## config.mk

```make
export PLATFORM = sky130hd
export DESIGN_NAME = rijndael_keyexp_seq
export DESIGN_NICKNAME = d
export VERILOG_FILES = /design/src/rtl/rijndael_keyexp_seq.sv
export SDC_FILE = /design/constraint.sdc
export NUM_CORES = 2
export LEC_CHECK = 0
export CORE_UTILIZATION = 60
export DETAILED_ROUTE_END_ITERATION = 6
export GPL_TIMING_DRIVEN = 0
export PLACE_DENSITY = 0.75
export RECOVER_POWER = 25
export SLEW_MARGIN = 15
export SYNTH_ARGS = -nofsm -noshare
export SYNTH_HDL_FRONTEND = slang
export SYNTH_SLANG_ARGS = --single-unit
```

## constraint.sdc

```tcl
create_clock -name clk -period 23.6 [get_ports clk]
set_input_delay 2.36 -clock clk [delete_from_list [all_inputs] [get_ports clk]]
set_output_delay 2.36 -clock clk [all_outputs]
set_load 0.05 [all_outputs]
```

## src/rtl/rijndael_keyexp_seq.sv

```systemverilog
// rtl/rijndael_keyexp_seq.sv - iterative key-expansion sequencer; RIJNDAEL_KEYEXP_ROUND0_EN emits the raw key as round 0

// One key-schedule step: derives the next NK words from the previous NK words.
// Byte b of word w sits at keystate[32*w + 8*b +: 8] (first byte in the low bits).
module rijndael_keyschedulestep #(
  parameter int NK = 4
) (
  input  logic [32*NK-1:0] keystate_i,
  input  logic [7:0]       rc_i,
  output logic [32*NK-1:0] keystate_o
);

  function automatic logic [7:0] xtime(input logic [7:0] a);
    return {a[6:0], 1'b0} ^ (a[7] ? 8'h1B : 8'h00);
  endfunction

  function automatic logic [7:0] gmul(input logic [7:0] a, input logic [7:0] b);
    logic [7:0] p;
    logic [7:0] aa;
    p  = 8'h00;
    aa = a;
    for (int i = 0; i < 8; i++) begin
      if (b[i]) p = p ^ aa;
      aa = xtime(aa);
    end
    return p;
  endfunction

  // S-box as multiplicative inverse (a^254, with 0 mapping to 0) followed by the affine map
  function automatic logic [7:0] sbox(input logic [7:0] a);
    logic [7:0] r;
    logic [7:0] p;
    r = 8'h01;
    p = a;
    for (int i = 0; i < 8; i++) begin
      if (i > 0) r = gmul(r, p);
      p = gmul(p, p);
    end
    return r ^ {r[6:0], r[7]} ^ {r[5:0], r[7:6]} ^ {r[4:0], r[7:5]} ^ {r[3:0], r[7:4]} ^ 8'h63;
  endfunction

  function automatic logic [31:0] sub_word(input logic [31:0] w);
    return {sbox(w[31:24]), sbox(w[23:16]), sbox(w[15:8]), sbox(w[7:0])};
  endfunction

  // Chain the word XORs; 256-bit keys apply an extra SubWord at word 4
  always_comb begin : step_comb
    logic [31:0] temp;
    logic [31:0] prev;
    keystate_o = '0;
    prev = keystate_i[32*(NK-1) +: 32];
    temp = sub_word({prev[7:0], prev[31:8]}) ^ {24'h000000, rc_i};
    prev = keystate_i[31:0] ^ temp;
    keystate_o[31:0] = prev;
    for (int i = 1; i < NK; i++) begin
      if (NK > 6 && i == 4) temp = sub_word(prev);
      else temp = prev;
      prev = keystate_i[32*i +: 32] ^ temp;
      keystate_o[32*i +: 32] = prev;
    end
  end

endmodule

module rijndael_keyexp_seq #(
  parameter  int NK      = 4,
  parameter  int NSTEPS  = 10,
  localparam int KEYSIZE = 32*NK,
  localparam int IDXW    = $clog2(NSTEPS+1)
) (
  input  logic               clk,
  input  logic               rst,
  input  logic               key_valid,
  output logic               key_ready,
  input  logic [KEYSIZE-1:0] key_in,
  input  logic               abort,
  output logic               rk_valid,
  input  logic               rk_ready,
  output logic [KEYSIZE-1:0] rk_data,
  output logic [IDXW-1:0]    rk_index,
  output logic               done
);

  typedef enum logic {IDLE = 1'b0, RUN = 1'b1} state_t;

  localparam logic [IDXW-1:0] LAST_IDX = IDXW'(NSTEPS);

  state_t             state_q, state_d;
  logic [KEYSIZE-1:0] key_q, key_d;
  logic [7:0]         rc_q, rc_d;
  logic [IDXW-1:0]    idx_q, idx_d;
  logic               done_q, done_d;

  logic [KEYSIZE-1:0] step_key;
  logic [7:0]         step_rc;
  logic [KEYSIZE-1:0] step_out;

  function automatic logic [7:0] rc_next(input logic [7:0] rc);
    return {rc[6:0], 1'b0} ^ (rc[7] ? 8'h1B : 8'h00);
  endfunction

  // The single step instance serves the load (from key_in) and every later advance
  assign step_key = (state_q == IDLE) ? key_in : key_q;
  assign step_rc  = (state_q == IDLE) ? 8'h01  : rc_q;

  rijndael_keyschedulestep #(.NK(NK)) u_step (
    .keystate_i (step_key),
    .rc_i       (step_rc),
    .keystate_o (step_out)
  );

  // Next-state logic: load, advance on handshake, finish or abort
  always_comb begin
    state_d = state_q;
    key_d   = key_q;
    rc_d    = rc_q;
    idx_d   = idx_q;
    done_d  = 1'b0;
    if (state_q == IDLE) begin
      if (abort) begin
        rc_d  = 8'h01;
        idx_d = '0;
      end else if (key_valid) begin
        state_d = RUN;
`ifdef RIJNDAEL_KEYEXP_ROUND0_EN
        key_d = key_in;
        rc_d  = 8'h01;
        idx_d = '0;
`else
        key_d = step_out;
        rc_d  = 8'h02;
        idx_d = IDXW'(1);
`endif
      end
    end else begin
      if (abort) begin
        state_d = IDLE;
        rc_d    = 8'h01;
        idx_d   = '0;
      end else if (rk_ready) begin
        if (idx_q == LAST_IDX) begin
          state_d = IDLE;
          done_d  = 1'b1;
        end else begin
          key_d = step_out;
          rc_d  = rc_next(rc_q);
          idx_d = idx_q + IDXW'(1);
        end
      end
    end
  end

  // State registers with synchronous reset
  always_ff @(posedge clk) begin
    if (rst) begin
      state_q <= IDLE;
      key_q   <= '0;
      rc_q    <= 8'h01;
      idx_q   <= '0;
      done_q  <= 1'b0;
    end else begin
      state_q <= state_d;
      key_q   <= key_d;
      rc_q    <= rc_d;
      idx_q   <= idx_d;
      done_q  <= done_d;
    end
  end

  assign key_ready = (state_q == IDLE);
  assign rk_valid  = (state_q == RUN);
  assign rk_data   = key_q;
  assign rk_index  = idx_q;
  assign done      = done_q;

endmodule

```

==> metrics <==
status=finished, final reports clean; RSZ-0062 raised after global routing=no; hold path cells=2; Mapped Nets=between 9000 and 10000; Final Setup Violations=0; Initial DRC Count=8699; vias per cell=roughly 6.4; clock period minus worst slack=~23000 ps; Starting Density=between 60% and 70%; Crit path required time=24010 ps; CTS Buf Count=17; top-count cell post-synth=xnor2_1; synth warn=0; grt total ovfl=0; DP Wirelength=194000 microns; CORE AREA=roughly 0.11 sq mm; CP Buf/Inv Count=18; Startpoint Class=input pin; Die Y=338 microns; Clock Skew=13.4 ps; CP max stage delay=820 ps; number of cells on the critical path=67; number of nets in the layout=9317; mapped cell area=0.0677 sq mm; CP delay by family, top=XOR/XNOR gates; # Max-Cap Violations=0; count of mapped cells out of synthesis=8890; asr flop ratio synth=0%; drt pass-1 iters=7; top cell types by occurrence after synthesis=xnor2_1, nor2_1, nand2_1, a21oi_1, xor2_1; num ports=268; most frequent cell on the critical path=xnor2_1; WL per Instance=23.3 microns; chip width=approximately 340 microns; Worst-Margin Slew=1240 ps; TritonCTS clock tree=yes; complex-gate fraction of the synthesized area=17.0%; initial antenna violation count=16; mux cell area share after synthesis=6.32%; Yosys cell types=approximately 130; Synth Area in XOR/XNOR=48.0%; fillers=9773; post-route ant nets=0; Fmax=around 0.044 GHz; Clock Tree Root=clkbuf_16; r2r worst-path depth=73; Critical Path Sink Type=register; slew margin rel.=17.0%; Post-Route WL=~250000 microns; Core Util, Final=~66%; Clock Pin Slew Worst Setup and Hold Paths=70 ps; Worst Hold Class=register to register; vias in the first global route=63240; Post-CTS Setup Inserts=0; Synth Area in Simple Gates=about a fifth; Clk Latency, worst-skew pair=490 ps; WHS=roughly 480 ps; Post-Syn Area per Cell=7.62 sq um; total die area=0.114 sq mm; Clock Sinks=142; first-pass GRT wire length=between 300000 and 400000 microns; EDFF count, synth=0; number of buffers added on ports=254; sequential area share after synthesis=4.20%; H-Tree Depth=4; Worst path slowest cell=xnor2_1; WS Path Type=input pin to register; Placer Congestion=approximately 1.1; GRT Util Overall=41.8%; largest family of logic cells by synthesized area=XOR/XNOR gates; Syn-to-layout area delta=7.72%; via count=68704; Synth area leader=xnor2_1; Final Cycle Share=96.2%; pin count of the biggest net entering global routing=17; CP arrival=23120 ps; pins over their slew limit=0; top cell type's share of synthesized area=20.5%; DRC Markers=0; Yosys reg bits=142; Final Hold Vio Count=0; synth top area cells=xnor2_1, xnor3_1, nor2_1; Main synth FF type=dfxtp_1; worst-path maximum fanout=10; Max Buffers Root-to-Sink=2; Rows=122; Synth Area in Adders=0.492%; share of post-route cells with drive strength above 1=6.75%
[sequential cells by signal (all words and copies together), names as in the netlist]
signal and flops:
rc_q 8, rk_valid 1, rk_data 128, rk_index 4
done 1
[stage by stage]
stage,setup TNS (ps),instance area [sq um],worst slack (ps),cells
global route,0,72900,3.39,10672
floorplan,0,67700,4460,8890
detailed placement,-2430,72100,-413,10632
CTS,0,72700,53.6,10664
global placement,-1920,72100,-438,10632
finish,0,72900,893,10678
[cells by family (layout without fill, tap and decap cells)]
logic type,count (synthesis),after routing
flip-flops,142,142
adder cells (fa/ha/maj),28,28
AND/OR/NAND/NOR,3079,3079
AO/OA/AOI/OAI,1800,1800
XOR/XNOR,2735,2735
other,0,14
multiplexers,403,403
buffers and inverters,703,989
[what timing repair did]
item,in CTS,in global routing
hold buffers,0,0
resized for setup,0,27
setup endpoints to repair,0,62
[worst reg2reg max path, delay by kind of cell, from the launching register on]
kind | cells | cell delay (ps)
AOI/OAI and AO/OA | 6 | 1110
DFF | 1 | 760
and+or+nand+nor | 11 | 1550
adders and majority gates | 4 | 1450
buffers and inverters | 24 | 8150
xor gates and xnor gates | 23 | 8200
muxes | 5 | 1260
[cell usage in the layout, fill, tap and decap left out, types with 66 or more instances in the layout]
master           synthesis  layout
nand2b_1                68      68
clkdlybuf4s50_1          0     185
nand3_1                179     179
buf_2                  135     136
xor2_1                 485     481
dlygate4sd3_1            0      69
o22ai_1                132     132
nor2_1                1337    1337
xnor2_2                 98     106
a21oi_1                591     591
o21ai_0                367     367
clkbuf_1               379     377
o211ai_1                66      66
xnor3_1                397     397
inv_1                   72      72
nand2_1                951     951
a211oi_1                72      72
dfxtp_1                142     142
nor3_1                 182     182
mux2i_1                319     319
xnor2_1               1585    1573
[final timing paths]
kind                             startpoint           end  slack (ps)
worst max-delay path            key_in[103]  rk_data[120]         890
worst min-delay path            rk_data[42]   rk_data[42]         480
worst max register to register     rk_valid  rk_data[120]        1040
worst min register to register  rk_data[42]   rk_data[42]         480
[per-layer routing]
metal	GRT usage, %	part of all wire, %
met1	55.1	40
met2	65.8	44
met3	7.78	11
met4	19.9	5.1
met5	0	0.016
[final cells by class]
class | count | area (sq um) | share of cell area (%)
antenna | 14 | 35.0 | 0.0480
buffer | 610 | 2680 | 3.68
timing repair buffer | 254 | 2540 | 3.49
clock buffer | 17 | 425 | 0.583
inverter | 93 | 349 | 0.479
sequential | 142 | 2840 | 3.90
tap | 1488 | 1860 | 2.55
multi-input combinational | 8045 | 62000 | 85.1
clock inverter | 15 | 153 | 0.209
Power is not shown: default switching activity piles up to over one toggle a cycle in this logic, so the estimate is an artifact.
